### src/rtl/f1_start_seq.sv
// Start-light sequencer: lamps fill one per tick, hold for a random LFSR-derived delay,
// then go out with a go pulse; the driver's reaction time is measured in clk cycles.
module f1_start_seq #(
  parameter int                N_LIGHTS   = 8,
  parameter int                RND_W      = 8,
  parameter logic [RND_W-1:0]  DELAY_MASK = 8'h1F,
  parameter int                RT_W       = 16
) (
  input  logic                clk,
  input  logic                rst_n,
  input  logic                trigger,
  input  logic                tick,
  input  logic                stop,
  input  logic [RND_W-1:0]    rnd_in,
  output logic                lfsr_en,
  output logic [N_LIGHTS-1:0] lights,
  output logic                go,
  output logic                busy,
  output logic [RT_W-1:0]     rt_value,
  output logic                rt_valid,
  output logic                jump_start
);

  typedef enum logic [1:0] {S_IDLE, S_LIGHTS, S_HOLD, S_REACT} state_t;

  localparam logic [RND_W-1:0] DLY_ONE = RND_W'(1);

  state_t                state_q, state_d;
  logic [N_LIGHTS-1:0]   lights_q, lights_d;
  logic                  go_q, go_d;
  logic [RT_W-1:0]       rt_value_q, rt_value_d;
  logic                  rt_valid_q, rt_valid_d;
  logic                  jump_q, jump_d;
  logic [RND_W-1:0]      dly_q, dly_d;
  logic [RT_W-1:0]       rt_cnt_q, rt_cnt_d;
  logic                  jump_ev;

  function automatic logic [RT_W-1:0] sat_inc(input logic [RT_W-1:0] v);
    return (&v) ? v : v + RT_W'(1);
  endfunction

  // A masked value of zero would mean no hold at all, so it is promoted to one tick.
  function automatic logic [RND_W-1:0] delay_sel(input logic [RND_W-1:0] r);
    logic [RND_W-1:0] m;
    m = r & DELAY_MASK;
    return (m == '0) ? DLY_ONE : m;
  endfunction

  // Early stop: during the light-up, the hold, or the very cycle go is showing.
  assign jump_ev = stop && ((state_q == S_LIGHTS) || (state_q == S_HOLD) ||
                            ((state_q == S_REACT) && go_q));

  always_comb begin
    state_d    = state_q;
    lights_d   = lights_q;
    go_d       = 1'b0;
    rt_value_d = rt_value_q;
    rt_valid_d = 1'b0;
    jump_d     = jump_q;
    dly_d      = dly_q;
    rt_cnt_d   = rt_cnt_q;

    if (jump_ev) begin
      jump_d   = 1'b1;
      lights_d = '0;
      state_d  = S_IDLE;
    end else begin
      case (state_q)
        S_IDLE: begin
          if (trigger) begin
            lights_d = '0;
            jump_d   = 1'b0;
            state_d  = S_LIGHTS;
          end
        end
        S_LIGHTS: begin
          if (tick) begin
            lights_d = {lights_q[N_LIGHTS-2:0], 1'b1};
            if (&lights_q[N_LIGHTS-2:0]) begin
              dly_d   = delay_sel(rnd_in);
              state_d = S_HOLD;
            end
          end
        end
        S_HOLD: begin
          if (tick) begin
            dly_d = dly_q - DLY_ONE;
            if (dly_q == DLY_ONE) begin
              lights_d = '0;
              go_d     = 1'b1;
              rt_cnt_d = '0;
              state_d  = S_REACT;
            end
          end
        end
        S_REACT: begin
          if (stop) begin
            rt_value_d = rt_cnt_q;
            rt_valid_d = 1'b1;
            state_d    = S_IDLE;
          end else begin
            rt_cnt_d = sat_inc(rt_cnt_q);
          end
        end
        default: state_d = S_IDLE;
      endcase
    end
  end

  always_ff @(posedge clk or negedge rst_n) begin
    if (!rst_n) begin
      state_q    <= S_IDLE;
      lights_q   <= '0;
      go_q       <= 1'b0;
      rt_value_q <= '0;
      rt_valid_q <= 1'b0;
      jump_q     <= 1'b0;
      dly_q      <= '0;
      rt_cnt_q   <= '0;
    end else begin
      state_q    <= state_d;
      lights_q   <= lights_d;
      go_q       <= go_d;
      rt_value_q <= rt_value_d;
      rt_valid_q <= rt_valid_d;
      jump_q     <= jump_d;
      dly_q      <= dly_d;
      rt_cnt_q   <= rt_cnt_d;
    end
  end

  assign lfsr_en    = (state_q == S_IDLE);
  assign busy       = (state_q != S_IDLE);
  assign lights     = lights_q;
  assign go         = go_q;
  assign rt_value   = rt_value_q;
  assign rt_valid   = rt_valid_q;
  assign jump_start = jump_q;

endmodule
### config.mk
export PLATFORM = sky130hd
export DESIGN_NAME = f1_start_seq
export DESIGN_NICKNAME = d
export VERILOG_FILES = /design/src/rtl/f1_start_seq.sv
export SDC_FILE = /design/constraint.sdc
export NUM_CORES = 1
export LEC_CHECK = 0
export CORE_UTILIZATION = 34
export CTS_CLUSTER_SIZE = 30
export DETAILED_ROUTE_END_ITERATION = 8
export GPL_TIMING_DRIVEN = 0
export PLACE_DENSITY = 0.64
export SLEW_MARGIN = 25
export SYNTH_ARGS = -nofsm -noshare
export SYNTH_HDL_FRONTEND = slang
export SYNTH_SLANG_ARGS = --single-unit
### constraint.sdc
create_clock -name clk -period 2 [get_ports clk]
set_input_delay 0.4 -clock clk [delete_from_list [all_inputs] [get_ports clk]]
set_output_delay 0.4 -clock clk [all_outputs]
set_load 0.005 [all_outputs]
==> results of run 1 <==
sequential cells by signal, indices dropped and copies added, names as in the netlist:
register	count
state_q	2
dly_q	8
rt_value	16
go	1
rt_valid	1
rt_cnt_q	16
jump_start	1
lights	8
cell type report:
| type | instances | area (um2) |
|---|---|---|
| timing repair buffer | 69 | 687 |
| inverter | 12 | 45.0 |
| clock buffer | 7 | 86.3 |
| multi-input combinational | 200 | 1730 |
| tap | 102 | 128 |
| clock inverter | 1 | 30.0 |
| buffer | 11 | 92.6 |
| fill | 655 | 3640 |
| sequential | 53 | 1330 |
where the power goes:
group	total, mW	internal [mW]	switching [mW]
clock network	0.757	0.409	0.348
logic	2.63	1.32	1.31
registers	1.69	1.37	0.321
total	5.08	3.10	1.98
worst min-delay path by stage:
stage                             from  cells after the start  slack, ns            to
final                            rst_n                      2       0.07      rt_valid
after global routing             rst_n                      2       0.07   rt_value[1]
after CTS                        rst_n                      2       0.08   rt_value[7]
after detailed placement         rst_n                      2       0.41      rt_valid
after global placement    rt_value[12]                      1       0.49  rt_value[12]
after floorplan                  rst_n                      0       0.10      dly_q[0]
routing by layer:
layer / wire length [um] / track usage, %
met1: 3130 / 22.5
met2: 3380 / 26.3
met3: 376 / 3.23
met4: 93 / 5.47
met5: 0 / 0
through the flow:
step	cell area [um2]	std cells	utilization (%)	setup slack (ns)
after floorplan	2790	275	-	-0.0874
after global placement	3300	415	42.5	-1.13
after detailed placement	3320	416	42.8	-0.780
after CTS	3800	445	48.9	-0.247
after global routing	4130	455	53.2	-0.274
final	4130	455	53.2	-0.225
critical path: cells and delay by family (launching register included):
family	cells	cell delay, ns
flip-flops	1	0.44
AND/OR/NAND/NOR	3	1.46
AO/OA/AOI/OAI	2	0.24
cell families (layout without fill, tap and decap cells):
logic type                 count (synthesis)  after routing  share of synthesized area [%]
adders and majority gates                  7              7                           3.18
and+or+nand+nor                          113            113                           22.4
buffers and inverters                     23            100                           3.18
AOI/OAI and AO/OA                         58             59                           14.7
DFF                                       53             53                           48.2
muxes                                     21             21                           8.41
placed cells by master (no fill, tap or decap), drive strengths merged, types with 3 or more instances in the layout:
| cell type | instances |
|---|---|
| o221ai | 6 |
| o21ai | 21 |
| ha | 7 |
| inv | 12 |
| nor3 | 9 |
| nand2b | 5 |
| nand2 | 44 |
| nand3b | 4 |
| mux2 | 17 |
| or4 | 7 |
| dfrtp | 53 |
| nor2 | 5 |
| nand4 | 4 |
| mux2i | 4 |
| nand3 | 17 |
| clkdlybuf4s50 | 33 |
| o31ai | 9 |
| buf | 34 |
| a211o | 3 |
| clkbuf | 16 |
| a21oi | 5 |
| nor4 | 4 |
synth_stat cells, types with 2 or more instances:
library cell / n
mux2i_1: 4
nor4_1: 3
ha_1: 7
inv_1: 12
or2_2: 2
nand2b_1: 5
or4_1: 6
nand2_1: 44
nand3b_1: 4
a211o_1: 3
nor2_1: 5
nand3_1: 17
mux2_2: 17
and2_1: 2
a22o_1: 2
o31ai_1: 9
o21ai_0: 21
dfrtp_1: 53
nor3_1: 9
clkbuf_1: 9
nor3b_1: 2
nand4_1: 4
o221ai_1: 6
a21oi_1: 5
repair_timing:
item | in CTS | in global routing
cloned | 3 | 2
endpoints found under the setup margin | 46 | 52
buffers inserted | 18 | 12
pin swaps | 12 | 24
gates resized for setup | 51 | 60
==> results.py, run 1 <==
metrics = {
    "outcome": {
        "outcome": "finished with violations",
        "violations": "setup timing",
    },
    "critical_path": {
        "cp-startpoint": "dly_q[5]",
        "r2r_slack_ns": -0.22,
        "r2r_end": "rt_cnt_q[11]",
        "cpPeakStageDelay_ns": 0.59,
        "cp_slowest_cell": "or4_4",
        "ff2ff_path_depth": 5,
        "worstSetupEndpointType": "flop",
        "crit_required_ns": 2.22,
        "timing.rr.start": "dly_q[5]",
        "startpoint_type": "flop",
        "worstPathMaxFanout": 5,
        "worstPathCellList": "or4_4 -> nor4b_4 -> o22ai_4 -> or4b_1 -> o211ai_1",
        "criticalPathCategory": "reg2reg",
        "critPathArrivalTime_ns": 2.44,
        "crit_end": "rt_cnt_q[11]",
    },
    "timing": {
        "worstMarginPinSlew_ns": 0.476,
        "setup_slack_ns": -0.225,
        "final_max_slew_viol_count": 0,
        "fmax_mhz": 449,
        "finalHoldViolCount": 0,
        "period_needed_ns": 2.22,
        "fin_crit_sh_pct": 111,
        "rsz0062_at_grt": "true",
        "holdWs_ns": 0.0708,
        "finalSetupViolCount": 25,
        "finalSetupTns_ns": -2.93,
        "slew_headroom_pct": 68.3,
        "fin_skew_ns": 0.00927,
    },
    "floorplanning": {
        "num_rows": 32,
        "die_height_um": 92.0,
        "start_util_pct": 35.4,
        "die_w_um": 92.0,
        "die_area_um2": 8460,
        "num_io_pins": 42,
        "design.core.area_um2": 7770,
    },
    "synth": {
        "synthCells": 275,
        "syn_area_per_cell_um2": 10.0,
        "ys_top_cells_by_area": "dfrtp_1 (48%), mux2_2 (7.0%), nand2_1 (6.0%)",
        "synthFlopType": "dfrtp_1",
        "synth_edf_count": 0,
        "synth_top_area_cell": "dfrtp_1",
        "synth_nets": 295,
        "synth_seq_cells": 53,
        "synth-async-reset-ratio_pct": 100,
        "synth_top_area_share_pct": 48.2,
        "ys_seq_area_share_pct": 48.2,
        "yosysUniqueCellTypes": 48,
        "yosysWarnings": 0,
        "syn_area_um2": 2750,
    },
    "global_route": {
        "grt_pass1_wl_um": 11300,
        "antenna_found_initial": 0,
        "grt_start_max_net_pins": 54,
        "grt_pass1_vias": 2365,
        "track_usage_pct": 16.5,
        "grt-ovfl-total": 0,
    },
    "detailed_routing": {
        "first_iter_violations": 145,
        "viasPerCell": 5.55,
        "first_pass_iters": 7,
        "drtAntennaViolNets": 0,
        "routedWlPerCell_um": 15.3,
        "drt_wl_total_um": 6980,
        "vias": 2526,
        "drc": 0,
    },
    "placed_design": {
        "place_congestion": 0.790,
        "dp_hpwl_um": 4160,
        "portBuffers": 38,
    },
    "cts": {
        "path_clk_slew_ns": 0.09,
        "numCtsBuffers": 5,
        "hold_buffers": 0,
        "cts_max_level": 2,
        "clockBufferDepth": 2,
        "cts_tree": "done",
        "cts-root-buf": "clkbuf_8",
        "cts.sinks": 53,
        "clk_latency_ns": 0.31,
    },
    "job": {
        "drv_cap": 0,
    },
    "layout": {
        "insertedDiodeCount": 0,
        "syn_to_final_growth_pct": 50.0,
        "final_nets": 372,
        "drive_above_1_share_pct": 32.9,
    },
    "power_and_ir_drop": {
        "power.density_nw_per_um2": 1230,
        "vdd.ir_drop.worst_mv": 1.13,
        "cellLeakagePower_nw": 1.69,
        "power.total_mw": 5.08,
    },
    "worst_hold_path": {
        "min_path_type": "in2async",
    },
}
Note: power is estimated with default switching activity, not from simulation.
==> run 2: changes to the inputs <==
--- a/config.mk
+++ b/config.mk
@@ -10,6 +10,7 @@
 export DETAILED_ROUTE_END_ITERATION = 8
 export GPL_TIMING_DRIVEN = 0
 export PLACE_DENSITY = 0.64
+export SKIP_CTS_REPAIR_TIMING = 1
 export SLEW_MARGIN = 25
 export SYNTH_ARGS = -nofsm -noshare
 export SYNTH_HDL_FRONTEND = slang
==> run 2 against run 1 <==
Against the previous run: the flow still finishes with violations (setup timing); sequential share of layout area increased by 2.7 points; clock skew decreased by 0.0014 ns; core utilization decreased by 4.2 points; sequential cell count unchanged; register-to-register slack got worse by 0.08 ns; critical path depth increased by 2; sequential power about the same; combinational power decreased by 24%; largest cell class unchanged.
==> results.py, run 2 (synthesis results as in run 1) <==
metrics = {
    "timing": {
        "slew_headroom_pct": 68.9,
        "fin_skew_ns": 0.00791,
        "finalHoldViolCount": 0,
        "period_needed_ns": 2.31,
        "fmax_mhz": 433,
        "finalSetupViolCount": 26,
        "rsz0062_at_grt": "true",
        "setup_slack_ns": -0.309,
        "fin_crit_sh_pct": 115,
        "holdWs_ns": 0.0593,
        "final_max_slew_viol_count": 0,
        "worstMarginPinSlew_ns": 0.466,
        "finalSetupTns_ns": -3.38,
    },
    "cts": {
        "cts_tree": "done",
        "cts.sinks": 53,
        "clk_latency_ns": 0.31,
        "cts-root-buf": "clkbuf_8",
        "path_clk_slew_ns": 0.09,
        "cts_max_level": 2,
        "clockBufferDepth": 2,
        "numCtsBuffers": 5,
    },
    "layout": {
        "final_nets": 360,
        "insertedDiodeCount": 0,
        "multiInputGateArea_um2": 1540,
        "regArea_um2": 1330,
        "final_cell_mix": "dfrtp_1 (52), nand2_1 (39), clkdlybuf4s50_1 (35)",
        "drive_above_1_share_pct": 27.0,
        "final_common_cell": "dfrtp_1",
        "stdcell_count": 443,
        "syn_to_final_growth_pct": 38.1,
        "fill_cells": 708,
    },
    "global_route": {
        "grt_pass1_wl_um": 10300,
        "antenna_found_initial": 0,
        "grt_start_max_net_pins": 54,
        "grt-ovfl-total": 0,
        "grt_pass1_vias": 2200,
        "track_usage_pct": 14.9,
    },
    "power_and_ir_drop": {
        "pwr-share-clk_pct": 17.2,
        "combPwrFrac_pct": 45.0,
        "power.density_nw_per_um2": 1170,
        "p_sw_mw": 1.63,
        "p_sw_share_pct": 36.9,
        "p_int_mw": 2.80,
        "vdd.ir_drop.worst_mv": 0.743,
        "pwr-share-seq_pct": 37.9,
        "cellLeakagePower_nw": 1.56,
    },
    "critical_path": {
        "startpoint_type": "flop",
        "r2r_slack_ns": -0.31,
        "worstSetupEndpointType": "flop",
        "r2r_end": "rt_cnt_q[11]",
        "criticalPathCategory": "reg2reg",
        "timing.rr.start": "dly_q[1]",
        "cp-startpoint": "dly_q[1]",
        "crit_required_ns": 2.22,
        "worstPathMaxFanout": 8,
        "critPathArrivalTime_ns": 2.53,
        "ff2ff_path_depth": 7,
    },
    "floorplanning": {
        "die_w_um": 92.0,
        "die_height_um": 92.0,
        "start_util_pct": 35.4,
        "die_area_um2": 8460,
        "num_rows": 32,
        "num_io_pins": 42,
        "design.core.area_um2": 7770,
    },
    "placed_design": {
        "place_congestion": 0.790,
        "dp_hpwl_um": 4160,
        "dp.cells": 416,
        "portBuffers": 38,
    },
    "detailed_routing": {
        "first_pass_iters": 4,
        "first_iter_violations": 93,
        "drtAntennaViolNets": 0,
        "vias": 2383,
        "routedWlPerCell_um": 14.5,
        "drc": 0,
        "viasPerCell": 5.38,
        "drt_wl_total_um": 6420,
    },
    "job": {
        "drv_cap": 0,
    },
    "worst_hold_path": {
        "min_path_type": "in2async",
    },
    "outcome": {
        "outcome": "finished with violations",
        "violations": "setup timing",
    },
}
run 2: cell count changes in the layout (fill, tap and decap cells not counted), sizes merged:
cell / before / now
buf: 34 / 23
clkdlybuf4s50: 33 / 35
o22ai: 2 / 1
dlygate4sd2: 2 / 0
run 2: metal layers:
layer | GRT usage (%) | wire length (um) | vias up
li1 | - | - | 1150
met1 | 20.9 | 3020 | 1169
met2 | 24.1 | 3040 | 58
met3 | 2.90 | 307 | 6
met4 | 2.86 | 51 | 0
met5 | 0 | 0 | -
run 2: through the flow:
stage	setup WS (ns)	util [%]	power, mW	cell area, um2
after global placement	-1.13	42.5	3.27	3300
after CTS	-0.537	44.3	4.08	3440
after detailed placement	-0.780	42.8	3.32	3320
after floorplan	-0.0874	-	2.66	2790
after global routing	-0.362	48.9	4.75	3800
final	-0.309	48.9	4.43	3800
run 2: worst max-delay path by stage:
stage / slack (ns) / to
floorplan: -0.09 / rt_cnt_q[11]
global placement: -1.13 / dly_q[2]
detailed placement: -0.78 / lights[7]
CTS: -0.54 / rt_cnt_q[9]
global route: -0.36 / rt_cnt_q[11]
finish: -0.31 / rt_cnt_q[11]
run 2: final cells by class:
cell class / instances / share of cell area, %
plain buffers: 11 / 1.94
clock buffers: 7 / 2.27
clock inverters: 1 / 0.790
inverters: 12 / 1.18
multi-input cells: 199 / 40.4
flip-flops and latches: 53 / 34.9
well taps: 102 / 3.36
repair buffers: 58 / 15.1
run 2: power groups by stage:
stage | clock, mW | sequential (mW) | combinational [mW]
floorplan | 0 | 1.63 | 1.04
global placement | 0 | 1.68 | 1.59
detailed placement | 0 | 1.69 | 1.63
CTS | 0.770 | 1.67 | 1.64
global route | 0.822 | 1.73 | 2.20
finish | 0.761 | 1.68 | 1.99
run 2: critical path, cell delays in order, from the launching register on:
cell	delay, ns
dfrtp_1	0.42
inv_2	0.09
ha_4	0.11
or4bb_4	0.48
nor4b_4	0.39
o22ai_4	0.16
or4b_1	0.49
o211ai_1	0.10
